### src/rtl/mul_pkg.sv
// Shared definitions for the repeated-addition multiplier controller.
// Contents:
//   STATE_W   - width of the controller state encoding
//   CNT_W_DEF - default iteration counter width
//   state_e   - controller state enumeration
package mul_pkg;

  localparam int unsigned STATE_W   = 3;
  localparam int unsigned CNT_W_DEF = 16;

  typedef enum logic [STATE_W-1:0] {
    StIdle  = 3'd0,
    StLoadA = 3'd1,
    StLoadB = 3'd2,
    StCheck = 3'd3,
    StAccum = 3'd4,
    StDone  = 3'd5,
    StErr   = 3'd6
  } state_e;

endpackage

### src/rtl/mul_seq_ctrl.sv
// Sequencing controller for a repeated-addition multiplier datapath (A, B, P
// registers, adder, B decrementer, B zero detector). Loads operands, clears P,
// then loops accumulate/decrement until B reaches zero. Completion and
// iteration-limit errors are held until acknowledged; abort returns to idle.
//
// Ports:
//   clk      - clock, rising edge
//   rst_n    - asynchronous active-low reset
//   start    - begin a multiply (only looked at while idle)
//   abort    - cancel the operation in progress (any non-idle state)
//   done_ack - host acknowledge, releases done/err
//   eqz      - datapath B register is zero
//   ld_a     - load A from operand bus
//   ld_b     - load B from operand bus
//   clr_p    - clear P
//   ld_p     - load P with P + A
//   dec_b    - decrement B
//   busy     - controller not idle
//   done     - product valid in P (held)
//   err      - iteration limit reached (held)
//   iter_cnt - accumulate steps performed in the current/last run
module mul_seq_ctrl
  import mul_pkg::*;
#(
  parameter int unsigned CNT_W    = CNT_W_DEF,
  parameter int unsigned MAX_ITER = 32'h0000_FFFF
) (
  input  logic             clk,
  input  logic             rst_n,
  input  logic             start,
  input  logic             abort,
  input  logic             done_ack,
  input  logic             eqz,
  output logic             ld_a,
  output logic             ld_b,
  output logic             clr_p,
  output logic             ld_p,
  output logic             dec_b,
  output logic             busy,
  output logic             done,
  output logic             err,
  output logic [CNT_W-1:0] iter_cnt
);

  localparam logic [CNT_W-1:0] MaxIter = CNT_W'(MAX_ITER);

  state_e           state_q, state_d;
  logic [CNT_W-1:0] cnt_q, cnt_d;

  always_ff @(posedge clk or negedge rst_n) begin
    if (!rst_n) begin
      state_q <= StIdle;
      cnt_q   <= '0;
    end else begin
      state_q <= state_d;
      cnt_q   <= cnt_d;
    end
  end

  // Next-state and counter update.
  always_comb begin
    state_d = state_q;
    cnt_d   = cnt_q;
    unique case (state_q)
      StIdle: begin
        if (start) state_d = StLoadA;
      end
      StLoadA: state_d = StLoadB;
      StLoadB: begin
        cnt_d   = '0;
        state_d = StCheck;
      end
      StCheck: begin
        // eqz reflects the B load/decrement of the previous cycle.
        if (eqz)                  state_d = StDone;
        else if (cnt_q == MaxIter) state_d = StErr;
        else                      state_d = StAccum;
      end
      StAccum: begin
        // CHECK guarantees cnt_q < MaxIter here; the guard keeps it from wrapping.
        if (cnt_q != MaxIter) cnt_d = cnt_q + CNT_W'(1);
        state_d = StCheck;
      end
      StDone: begin
        if (done_ack) state_d = StIdle;
      end
      StErr: begin
        if (done_ack) state_d = StIdle;
      end
      default: state_d = StIdle;
    endcase

    // Abort beats everything outside idle; the count is frozen where it was.
    if (abort && (state_q != StIdle)) begin
      state_d = StIdle;
      cnt_d   = cnt_q;
    end
  end

  // Moore outputs, decoded from the state register only.
  always_comb begin
    ld_a  = 1'b0;
    ld_b  = 1'b0;
    clr_p = 1'b0;
    ld_p  = 1'b0;
    dec_b = 1'b0;
    done  = 1'b0;
    err   = 1'b0;
    busy  = (state_q != StIdle);
    unique case (state_q)
      StIdle:  ;
      StLoadA: ld_a = 1'b1;
      StLoadB: begin
        ld_b  = 1'b1;
        clr_p = 1'b1;
      end
      StCheck: ;
      StAccum: begin
        ld_p  = 1'b1;
        dec_b = 1'b1;
      end
      StDone:  done = 1'b1;
      StErr:   err  = 1'b1;
      default: ;
    endcase
  end

  assign iter_cnt = cnt_q;

  a_cnt_bound: assert property (@(posedge clk) disable iff (!rst_n) cnt_q <= MaxIter);
  a_done_err_excl: assert property (@(posedge clk) disable iff (!rst_n) !(done && err));
  a_state_legal: assert property (@(posedge clk) disable iff (!rst_n) state_q <= StErr);

endmodule

### config.mk
export PLATFORM = sky130hd
export DESIGN_NAME = mul_seq_ctrl
export DESIGN_NICKNAME = d
export VERILOG_FILES = /design/src/rtl/mul_pkg.sv /design/src/rtl/mul_seq_ctrl.sv
export SDC_FILE = /design/constraint.sdc
export NUM_CORES = 1
export LEC_CHECK = 0
export CAP_MARGIN = 30
export CELL_PAD_IN_SITES_DETAIL_PLACEMENT = 0
export CELL_PAD_IN_SITES_GLOBAL_PLACEMENT = 1
export CORE_ASPECT_RATIO = 0.5
export CORE_MARGIN = 1.5
export CORE_UTILIZATION = 36
export DETAILED_ROUTE_END_ITERATION = 10
export PLACE_DENSITY = 0.79
export SYNTH_ARGS = -nofsm -noshare
export SYNTH_HDL_FRONTEND = slang
export SYNTH_SLANG_ARGS = --single-unit
export TNS_END_PERCENT = 100
### constraint.sdc
create_clock -name clk -period 2 [get_ports clk]
set_input_delay 0.4 -clock clk [delete_from_list [all_inputs] [get_ports clk]]
set_output_delay 0.4 -clock clk [all_outputs]
set_load 0.01 [all_outputs]
# ---- After elaboration in Yosys (flattened, before gate mapping)
# Cells that the tools add are included.
dict set report totals {
  register_bits 19
  latchBits 0
  ram_bits 0
  rom_bits 0
  input_bits 6
  output_inout_bits 24
  elab_cells 36
  memories 0
}
dict set report op_classes {
  n_addsub 1
  mul 0
  n_div 0
  magnitude_cmp 0
  eq_ne 11
  n_shift 0
  n_mux 13
  bitwise_logic 1
  reduce_logical 8
}
# operator n
set ops {}
lappend ops {{case mux 16 bit (2 select lines)} 1}
lappend ops {{adder 16 x 1 -> 16 bit (second input constant)} 1}
lappend ops {{equality test 16 bit (second input constant)} 1}
lappend ops {{2-to-1 mux 16 bit} 1}
lappend ops {{inequality test 16 bit (second input constant)} 1}
lappend ops {{case mux 3 bit (5 select lines)} 1}
lappend ops {{equality test 3 bit (second input constant)} 3}
lappend ops {{2-to-1 mux 3 bit} 3}
lappend ops {{equality test 3 x 2 -> 1 bit (second input constant)} 2}
lappend ops {{2-to-1 mux 1 bit} 5}
lappend ops {{2-to-1 mux 2 bit} 2}
lappend ops {{OR reduction 2 bit} 2}
lappend ops {{equality test 3 x 1 -> 1 bit (second input constant)} 1}
lappend ops {{logical NOT 3 bit} 1}
lappend ops {{inequality test 3 x 1 -> 1 bit (second input constant)} 1}
lappend ops {{inequality test 3 bit (second input constant)} 1}
lappend ops {{AND reduction 3 bit} 1}
lappend ops {{nonzero test 3 bit} 1}
lappend ops {{inequality test 2 bit (second input constant)} 1}
lappend ops {{AND reduction 2 bit} 1}
lappend ops {{nonzero test 2 bit} 1}
lappend ops {{logical AND 1 bit} 1}
lappend ops {{NOT 1 bit} 1}

# ---- Logic depth before layout (Yosys ltp)
dict set report depth {
  depth_word 5
  ltp_mapped 6
  mapped_depth_nobuf 5
}

# ---- Least setup slack after synthesis
# Ideal clock, no wire load.
dict set report synth_timing {
  path_type {flip-flop to flip-flop}
  from {reg cnt_q[0], in the netlist iter_cnt[0]}
  to {reg state_q[1]}
  setup_ns 0.068
  arrival_ns 1.827
  t_required_ns 1.932
  setup_slack_ns 0.105
  path_stages_with_launch 6
  n_path_buf 0
  synth_period_minus_slack_ns 1.895
  cell_sequence {dfrtp_1 ha_1 nand4_1 or4_1 o311ai_0 and4b_1}
}
dict set report synth_via {
  elab_chain_len 5
}
# item line
set synth_rtl {}
lappend synth_rtl {{start, declared} mul_seq_ctrl.sv:48} ;# logic [CNT_W-1:0] cnt_q, cnt_d;
lappend synth_rtl {{start signal, assigned} mul_seq_ctrl.sv:56} ;# cnt_q <= cnt_d;
lappend synth_rtl {{equality test 16 bit} mul_seq_ctrl.sv:76} ;# else if (cnt_q == MaxIter) state_d = StErr;
lappend synth_rtl {{2-to-1 mux 2 bit} mul_seq_ctrl.sv:76}
lappend synth_rtl {{2-to-1 mux 2 bit} mul_seq_ctrl.sv:75} ;# if (eqz) state_d = StDone;
lappend synth_rtl {{case mux 3 bit (5 select lines)} mul_seq_ctrl.sv:64} ;# unique case (state_q)
lappend synth_rtl {{2-to-1 mux 3 bit} mul_seq_ctrl.sv:94} ;# if (abort && (state_q != StIdle)) begin
lappend synth_rtl {{end signal, assigned} mul_seq_ctrl.sv:52} ;# state_q <= StIdle;
lappend synth_rtl {{end signal, assigned} mul_seq_ctrl.sv:55} ;# state_q <= state_d;
lappend synth_rtl {{end, declared} mul_seq_ctrl.sv:47} ;# state_e state_q, state_d;
# Every way passes these cells.
# A chain may end at the register's enable or synchronous reset.

# ---- Worst setup path after layout
dict set report layout_timing {
  from {reg state_q[2]}
  to {out busy}
}
dict set report layout_via {
  elab_chain_len 1
}
# item line
set layout_rtl {}
lappend layout_rtl {{nonzero test 3 bit} mul_seq_ctrl.sv:109} ;# busy = (state_q != StIdle);
lappend layout_rtl {{end, declared} mul_seq_ctrl.sv:39} ;# output logic busy,
# Every way passes these cells.

==> flow_summary.ini <==
[setup_path]
critPathKind = flop to output pin
critPathSlowestCell = dfrtp_2
max_stage_delay_ns = 0.46
crit_required_ns = 1.60
crit_family = flip-flops
worstPathArrival_ns = 1.55
path_cells = buf_4 -> or3_1 -> dlygate4sd2_1
worst_setup_path_start_kind = flop
path_buf_inv = 2
cp_max_fo = 7
crit_path_end_kind = output pin

[outcome]
failed_checks = DRC
status = finished with violations

[power_and_ir_drop]
leakagePower_nw = 0.871
power_mw = 1.27
pwr-share-comb_pct = 42.8
seq_power_share_pct = 35.7
swShare_pct = 33.8
irDropWorstVdd_uv = 388
p_int_mw = 0.839
clockPowerShare_pct = 21.5
power_per_cell_area_nw_per_um2 = 678
netSwitchingPower_mw = 0.429

[grt]
grt_antenna_before_repair = 0
grt_pass1_wl_mm = 5.53
grtUsageTotal_pct = 19.6
overflow = 0
grt_pass1_vias = 1174
grt_max_degree = 20

[yosys]
ys_ff_latch = 19
avgSynthCellArea_sq_um = 8.68
ys.flop_type = dfrtp_1
synth_edf_count = 0
seq_area_frac_synth_pct = 39.1
synth_fp_nets = 147
synth_top_cell_by_area = dfrtp_1
synthTopCellsByCount = dfrtp_1, nand2_1, a21oi_1
synth_cell_types = 36
yosys.area.top_type_share_pct = 39.1
yosysMostFrequentCell = dfrtp_1
ys_warn_count = 0
async_reset_ff_share_pct = 100
synth.area.top_cells = dfrtp_1, or4_1, a21oi_1
synth_cells = 140
synth.cell_area_sq_um = 1210

[clock_tree]
cts_made_buffers = 3
cts.path.max_buffers = 2
cts_tree = built
clkTransAtPathRegs_ns = 0.07
htree_num_levels = 1
clock-root-buffer = clkbuf_8
clkLatencyLatePin_ns = 0.26
cts.sinks = 19
cts_hold_buf = 0

[placed_design]
dpl_cell_area_sq_um = 1720
hpwl_mm = 2.55
port_buffers = 29
place.gp.congestion = 0.789
dpl.cell_count = 228
dp_slack_ns = -0.144

[cells_and_area]
layout.nets = 209
layout-drive-gt1-share_pct = 25.9
nFillCells = 285
antenna_cells = 0
syn_to_final_growth_pct = 54.0
fin_cells = 241
final_util_pct = 60.3
final_area_sq_um = 1870

[route]
drt_first_pass_iters = 7
vias = 1334
post_drt_wl_per_cell_um = 14.7
route.antenna.remaining_nets = 0
drt-total-wl_mm = 3.54
drtIter0Drc = 119
vias_per_cell = 5.54
drc = 2

[timing]
slew_headroom_pct = 72.2
fin_tns_setup_ns = 0
fin_crit_ns = 1.95
fmax_mhz = 513
skew_ns = 0.00356
hold_violations = 0
slew_violations = 0
worstMarginPinSlew_ns = 0.413
fin_ws_ns = 0.0512
period_share_pct = 97.4
holdWs_ns = 0.472
rsz0062_at_grt = false
setup_viol = 0

[die]
rows = 14
dieWidth_um = 85.2
start_util_pct = 39.2
ioPinCount = 30
dieArea_sq_um = 3750
die-height_um = 44.1
core_region_area_sq_um = 3100

[hold_path]
hold_class = primary input to async pin

[flow_run]
maxCapViolations = 0
placed cells by master (no fill, tap or decap), drive strengths merged, types with 5 or more instances in the layout:
cell type / count
buf: 37
clkdlybuf4s50: 22
dfrtp: 19
nand2: 13
a21oi: 12
or4: 10
o21ai: 9
nand3: 8
nor2: 8
o31ai: 7
nand4: 7
or3: 5
dlymetal6s2s: 5
flip-flops by register name, summed over array words and instances, names as in the netlist:
register	cells
iter_cnt	16
state_q	3
path summary, 6_finish.rpt:
| path | slack [ns] | startpoint | to | depth (start not counted) |
|---|---|---|---|---|
| max reg2reg | 0.12 | state_q[0] | iter_cnt[6] | 6 |
| min in group clk | 0.57 | iter_cnt[1] | iter_cnt[1] | 2 |
| min | 0.47 | rst_n | iter_cnt[12] | 2 |
| max in group asynchronous | 1.30 | rst_n | state_q[2] | 2 |
| max | 0.05 | state_q[2] | busy | 3 |
| min reg2reg | 0.57 | iter_cnt[1] | iter_cnt[1] | 2 |
repair_timing:
action,4_1_cts,5_1_grt
setup buffers,8,1
setup endpoints to repair,8,16
resized for setup,7,10
power groups by stage:
stage               Combinational (mW)  Clock [mW]  Sequential (mW)
finish                           0.543       0.272            0.453
global route                     0.588       0.299            0.457
CTS                              0.537       0.277            0.450
detailed placement               0.448           0            0.478
global placement                 0.450           0            0.479
floorplan                        0.275           0            0.436
final cells by class:
class / count / area [sq um] / area share (%)
Tap cell: 40 / 50.0 / 2.68
Sequential cell: 19 / 479 / 25.6
Inverter: 2 / 7.51 / 0.401
Multi-Input combinational cell: 110 / 711 / 38.0
Clock buffer: 4 / 45.0 / 2.41
Timing Repair Buffer: 66 / 578 / 30.9
logic make-up (layout without fill, tap and decap cells):
group / after synthesis / count (layout) / share of synthesized area (%)
mux: 2 / 2 / 1.65
fa+ha+maj: 1 / 1 / 1.03
compound gates: 34 / 34 / 16.8
flops: 19 / 19 / 39.1
simple gates: 70 / 70 / 35.0
buf+inv: 11 / 72 / 4.22
xor+xnor: 3 / 3 / 2.16
metal layers:
layer	wire length, um	up-vias	track usage, %
met5	0	-	0
met4	27	0	5.25
met3	170	2	4.66
met2	1560	34	32.1
met1	1770	634	26.6
li1	-	664	-
Power figures use the tool's default switching activity.
